[config.mk]
export PLATFORM = sky130hd
export DESIGN_NAME = traffic_phase_ctrl
export DESIGN_NICKNAME = d
export VERILOG_FILES = /design/src/rtl/traffic_phase_ctrl.sv
export SDC_FILE = /design/constraint.sdc
export NUM_CORES = 1
export LEC_CHECK = 0
export ABC_AREA = 1
export BUFFER_PORTS_ARGS = -buffer_cell sky130_fd_sc_hd__buf_2
export CAP_MARGIN = 0
export CORE_AREA = 5 5 52 76
export DETAILED_ROUTE_END_ITERATION = 16
export DIE_AREA = 0 0 57 81
export MAX_ROUTING_LAYER = met4
export SLEW_MARGIN = 10
export SYNTH_ARGS = -nofsm -noshare
export SYNTH_HDL_FRONTEND = slang
export SYNTH_SLANG_ARGS = --single-unit
[constraint.sdc]
create_clock -name c_clk -period 4.2 [get_ports c_clk]
set_input_delay 0.42 -clock c_clk [delete_from_list [all_inputs] [get_ports c_clk]]
set_output_delay 0.42 -clock c_clk [all_outputs]
set_load 0.05 [all_outputs]
[src/rtl/traffic_phase_ctrl.sv]
// Phase sequencer for a two-road intersection with a latched pedestrian crossing.
// Outputs are registered and depend on the state register only.
module traffic_phase_ctrl #(
    parameter int GREEN_MIN  = 4,
    parameter int GREEN_MAX  = 10,
    parameter int YELLOW_CYC = 2,
    parameter int WALK_CYC   = 3,
    parameter int CNT_W      = 5
) (
    input  logic       c_clk,
    input  logic       c_rst,
    input  logic       c_TA,
    input  logic       c_TB,
    input  logic       c_ped,
    output logic [1:0] c_LA,
    output logic [1:0] c_LB,
    output logic       c_walk,
    output logic [2:0] c_phase
);
    // state | meaning
    // AG    | road A green, B red
    // AY    | road A yellow, B red
    // BG    | road B green, A red
    // BY    | road B yellow, A red
    // WALK  | both red, pedestrian walk lamp on
    typedef enum logic [2:0] {
        ST_AG   = 3'd0,
        ST_AY   = 3'd1,
        ST_BG   = 3'd2,
        ST_BY   = 3'd3,
        ST_WALK = 3'd4
    } state_t;

    localparam logic [1:0] L_GREEN  = 2'b00;
    localparam logic [1:0] L_YELLOW = 2'b01;
    localparam logic [1:0] L_RED    = 2'b10;

    localparam logic [CNT_W-1:0] T_GMIN = CNT_W'(GREEN_MIN - 1);
    localparam logic [CNT_W-1:0] T_GMAX = CNT_W'(GREEN_MAX - 1);
    localparam logic [CNT_W-1:0] T_YEL  = CNT_W'(YELLOW_CYC - 1);
    localparam logic [CNT_W-1:0] T_WALK = CNT_W'(WALK_CYC - 1);

    state_t           r_state;
    logic [CNT_W-1:0] r_timer;
    logic             r_ped_pend;
    logic             r_last_a;
    logic [1:0]       r_la;
    logic [1:0]       r_lb;
    logic             r_walk;

    state_t w_next;
    logic   w_ag_exit;
    logic   w_bg_exit;
    logic   w_ped_next;

    // Decisions use the registered ped_pend, so a request on the deciding edge only latches.
    assign w_ag_exit = (r_timer >= T_GMIN) &&
                       (r_ped_pend || (c_TB && !c_TA) || (c_TB && (r_timer == T_GMAX)));
    assign w_bg_exit = (r_timer >= T_GMIN) &&
                       (r_ped_pend || (c_TA && !c_TB) || (c_TA && (r_timer == T_GMAX)));

    always_comb begin
        w_next = r_state;
        case (r_state)
            ST_AG:   if (w_ag_exit) w_next = ST_AY;
            ST_BG:   if (w_bg_exit) w_next = ST_BY;
            ST_AY:   if (r_timer == T_YEL) w_next = r_ped_pend ? ST_WALK : ST_BG;
            ST_BY:   if (r_timer == T_YEL) w_next = r_ped_pend ? ST_WALK : ST_AG;
            ST_WALK: if (r_timer == T_WALK) w_next = r_last_a ? ST_BG : ST_AG;
            default: w_next = ST_AG;
        endcase
    end

    always_comb begin
        w_ped_next = r_ped_pend;
        if (c_ped && (r_state != ST_WALK)) w_ped_next = 1'b1;
        if ((w_next == ST_WALK) && (r_state != ST_WALK)) w_ped_next = 1'b0;
    end

    always_ff @(posedge c_clk) begin
        if (c_rst) begin
            r_state    <= ST_AG;
            r_timer    <= '0;
            r_ped_pend <= 1'b0;
            r_last_a   <= 1'b1;
            r_la       <= L_GREEN;
            r_lb       <= L_RED;
            r_walk     <= 1'b0;
        end else begin
            r_state    <= w_next;
            r_ped_pend <= w_ped_next;
            if (w_next != r_state)
                r_timer <= '0;
            else if (r_timer != {CNT_W{1'b1}})
                r_timer <= r_timer + 1'b1;
            if (r_state == ST_AY) r_last_a <= 1'b1;
            if (r_state == ST_BY) r_last_a <= 1'b0;
            // Lamp registers follow the next state so they line up with r_state.
            r_walk <= (w_next == ST_WALK);
            case (w_next)
                ST_AY:   begin r_la <= L_YELLOW; r_lb <= L_RED;    end
                ST_BG:   begin r_la <= L_RED;    r_lb <= L_GREEN;  end
                ST_BY:   begin r_la <= L_RED;    r_lb <= L_YELLOW; end
                ST_WALK: begin r_la <= L_RED;    r_lb <= L_RED;    end
                default: begin r_la <= L_GREEN;  r_lb <= L_RED;    end
            endcase
        end
    end

    assign c_LA    = r_la;
    assign c_LB    = r_lb;
    assign c_walk  = r_walk;
    assign c_phase = r_state;

endmodule
==> Flow_metrics.wiki <==
{| class="wikitable"
! Metric !! Value
|-
| Result of the run || complete, no violations
|-
| Total Routed Length || 1591 um
|-
| Number of buffers between clock root and the deepest sink || 2
|-
| Count of clock tree sinks || 15
|-
| Filler-free cell count of the finished design || 170
|-
| Setup repair after global routing missed its margin || no
|-
| Pins Over Slew Limit || 0
|-
| Min Tclk post-route || 1571 ps
|-
| Post-Synthesis Cells || approximately 110
|-
| Clock slew seen by the registers of the worst setup and hold paths || 60 ps
|-
| Clock root cell || sky130_fd_sc_hd__clkbuf_8
|-
| Arrival time of the worst setup path || roughly 1800 ps
|-
| Mapped Area || 765.7 um^2
|-
| Maximum Capacitance Violations || 0
|-
| TritonCTS clock tree || done
|-
| Count of nets after finishing || 140
|-
| Synthesized netlist net count || 123
|-
| Cell Rows || 25
|-
| Kind of launch point of the worst setup path || register
|-
| Combinational family with the most area after synthesis || simple AND/OR/NAND/NOR gates
|-
| Multiplexer share of the synthesized area || 0
|-
| First-pass GRT wire length || 2849 um
|-
| Post-layout total power || 0.5155 mW
|-
| Total routing usage reported by global routing || 0.08426
|-
| Number of cells upsized or downsized after cts || 0
|-
| Crit share post-route || 0.3741
|-
| Inst Count DP || between 150 and 200
|-
| Layout cells sized above 1 || 0.1538
|-
| Reg2Reg Launch Point || r_timer[0]
|-
| Number of iterations in the first detailed-routing pass || 4
|-
| Final-report setup violation count || 0
|-
| IR Drop Worst-Case VDD || 188.3 uV
|-
| Die Wd || roughly 57 um
|-
| Leakage power || 0.4665 nW
|-
| Power density normalized to cell area || 559.8 nW/um^2
|-
| Drt via density || 4.194
|-
| Fill count || 380
|-
| Final setup TNS || 0 ps
|-
| Sequential standard cell area || 300.3 um^2
|-
| Critical-path maximum fanout || 5
|-
| Syn_area_per_cell || around 6.7 um^2
|-
| Core Footprint || 3191 um^2
|-
| Worst reg2reg path endpoint || r_timer[3]
|-
| Number of global-route vias before repair || 722
|-
| CP endpoint kind || register
|-
| DIE HEIGHT || 81 um
|-
| Share of the synthesized area in the top cell type || 0.3922
|-
| Worst setup slack after placement || 2625 ps
|-
| Worst-margin pin slew || 282.3 ps
|-
| Synth async-reset ratio || 0
|-
| Post-synthesis share of cell area spent on full adders, half adders and majority gates || 0.06536
|-
| CP Capture Point || r_timer[3]
|-
| IO buf count || 12
|-
| Area fraction in and, or, nand and nor cells after synthesis || 0.3578
|-
| Min-Delay Path Class || in2reg
|-
| EDFF count, synth || 0
|-
| Post-layout worst setup margin || 2629 ps
|-
| DP Wirelength || approximately 1300 um
|-
| Share of the synthesized netlist area taken by xor and xnor gates || 0.03431
|-
| Cts-stage hold buffer count || 0
|-
| Maximum number of pins on one net before global-route repair || 9
|-
| Critical Path Source || r_timer[0]
|-
| Ports || 13
|-
| Max Clk Rate || 0.6365 GHz
|-
| Number of antenna cells inserted || 0
|-
| Via count || between 700 and 800
|-
| Cell types with the largest area share after synthesis || sky130_fd_sc_hd__dfxtp_1 (39%), sky130_fd_sc_hd__nand2_1 (12%), sky130_fd_sc_hd__nor2_1 (12%)
|-
| Worst clock skew on the final layout || 1.005 ps
|-
| Post-route DRC || 0
|-
| Worst max-slew margin expressed relative to the limit || 0.8098
|-
| Required time worst endpoint || 4390 ps
|-
| CTS H-tree lvls || 1
|-
| Post-DR wirelength/cell || 9.359 um
|-
| GRT Residual Overflow || 0
|-
| Sequential-to-total area share from yosys stat || 0.3922
|-
| Area of the multi-input gates || 401.6 um^2
|-
| Most used DFF post-synth || sky130_fd_sc_hd__dfxtp_1
|-
| Complex-gate fraction of the synthesized area || 0.06699
|-
| Endpoints failing hold || 0
|-
| Number of cell instances on the worst register-to-register path || 8
|-
| Area overhead of the layout relative to synthesis || 20.26%
|-
| Library cell with the largest summed area after synthesis || sky130_fd_sc_hd__dfxtp_1
|-
| Clock latency on the worst-skew pair || 250 ps
|-
| Number of buffers added by the clock tree synthesis step || 3
|-
| Initial antenna violation count || 0
|-
| Detail Route Antenna Nets || 0
|-
| Iteration-0 DRC count of the detailed router || 9
|-
| Count of distinct cell types in the synthesized netlist || 15
|-
| Setup CP Type || reg2reg
|-
| Number of register bits inferred by synthesis || 15
|-
| Synth Warn # || 0
|-
| Area of the die || between 4000 and 5000 um^2
|-
| Placer Congestion || 0.7552
|-
| Top cell types by occurrence after synthesis || sky130_fd_sc_hd__nand2_1 (24), sky130_fd_sc_hd__nor2_1 (24), sky130_fd_sc_hd__inv_1 (16), sky130_fd_sc_hd__dfxtp_1 (15), sky130_fd_sc_hd__nand3_1 (8)
|-
| Worst reg2reg setup slack || 2630 ps
|-
| Initial cell density of the core || 0.2400
|-
| Setup fix buffers added after clock tree synthesis || 0
|}
-- flip-flops by register name, summed over array words and instances, names as in the netlist --
signal / count
c_phase: 3
c_LB: 2
c_LA: 2
r_last_a: 1
c_walk: 1
r_timer: 5
r_ped_pend: 1
-- per-layer routing --
metal / GRT usage / share of wire / up-vias
li1: - / - / 389
met1: 0.06986 / 0.38 / 306
met2: 0.1590 / 0.53 / 13
met3: 0.02226 / 0.051 / 5
met4: 0.05800 / 0.034 / 0
met5: - / 0 / -
-- kinds of logic after synthesis --
group	after synthesis
AO/OA/AOI/OAI	10
XOR/XNOR	3
adder cells (fa/ha/maj)	4
buffers and inverters	17
flip-flops	15
AND/OR/NAND/NOR	65
-- worst min-delay path by stage --
stage / startpoint / to / slack, ps / cells after the start
after detailed placement: r_last_a / r_last_a / 470 / 2
after floorplan: r_last_a / r_last_a / 440 / 2
after global routing: c_rst / c_walk / 400 / 2
after global placement: r_last_a / r_last_a / 470 / 2
final: c_rst / c_walk / 380 / 2
after CTS: c_rst / c_walk / 390 / 2
-- report_power, final --
part	internal [mW]	total, mW	switching (mW)
Sequential	0.170	0.193	0.0233
Combinational	0.0634	0.203	0.140
Clock	0.0673	0.119	0.0517
-- worst max-delay path, stage by stage (launching register included) --
cell and delay [ps]:
sky130_fd_sc_hd__dfxtp_1 350, sky130_fd_sc_hd__ha_1 220, sky130_fd_sc_hd__inv_1 80, sky130_fd_sc_hd__nor3_1 50
sky130_fd_sc_hd__ha_1 240, sky130_fd_sc_hd__nor3_1 240, sky130_fd_sc_hd__xor2_1 170, sky130_fd_sc_hd__inv_1 60
sky130_fd_sc_hd__nor2_1 100
-- area by class of cell --
cell class	count	share of cell area
Sequential cell	15	0.3261
Timing Repair Buffer	12	0.06522
Clock buffer	4	0.04891
Inverter	17	0.06929
Tap cell	40	0.05435
Multi-Input combinational cell	82	0.4361
-- through the flow --
step | instance area (um^2) | utilization | hold WS (ps)
floorplan | 765.7 | - | 437.0
global placement | 875.8 | 0.2745 | 471.6
detailed placement | 875.8 | 0.2745 | 467.7
CTS | 920.9 | 0.2886 | 385.5
global route | 920.9 | 0.2886 | 396.7
finish | 920.9 | 0.2886 | 379.2
-- layout by cell type, fill, tap and decap left out --
cell,count
sky130_fd_sc_hd__o21ai_0,5
sky130_fd_sc_hd__xor2_1,3
sky130_fd_sc_hd__nor2_1,24
sky130_fd_sc_hd__nand2_2,3
sky130_fd_sc_hd__clkbuf_1,1
sky130_fd_sc_hd__nand3_1,8
sky130_fd_sc_hd__inv_2,1
sky130_fd_sc_hd__nand4_1,3
sky130_fd_sc_hd__ha_1,4
sky130_fd_sc_hd__clkbuf_8,3
sky130_fd_sc_hd__nand2_1,24
sky130_fd_sc_hd__nor3_1,2
sky130_fd_sc_hd__a21oi_1,4
sky130_fd_sc_hd__dfxtp_1,15
sky130_fd_sc_hd__nor2_2,1
sky130_fd_sc_hd__inv_1,16
sky130_fd_sc_hd__buf_2,12
sky130_fd_sc_hd__a31oi_1,1
(Power assumes the default switching activity.)
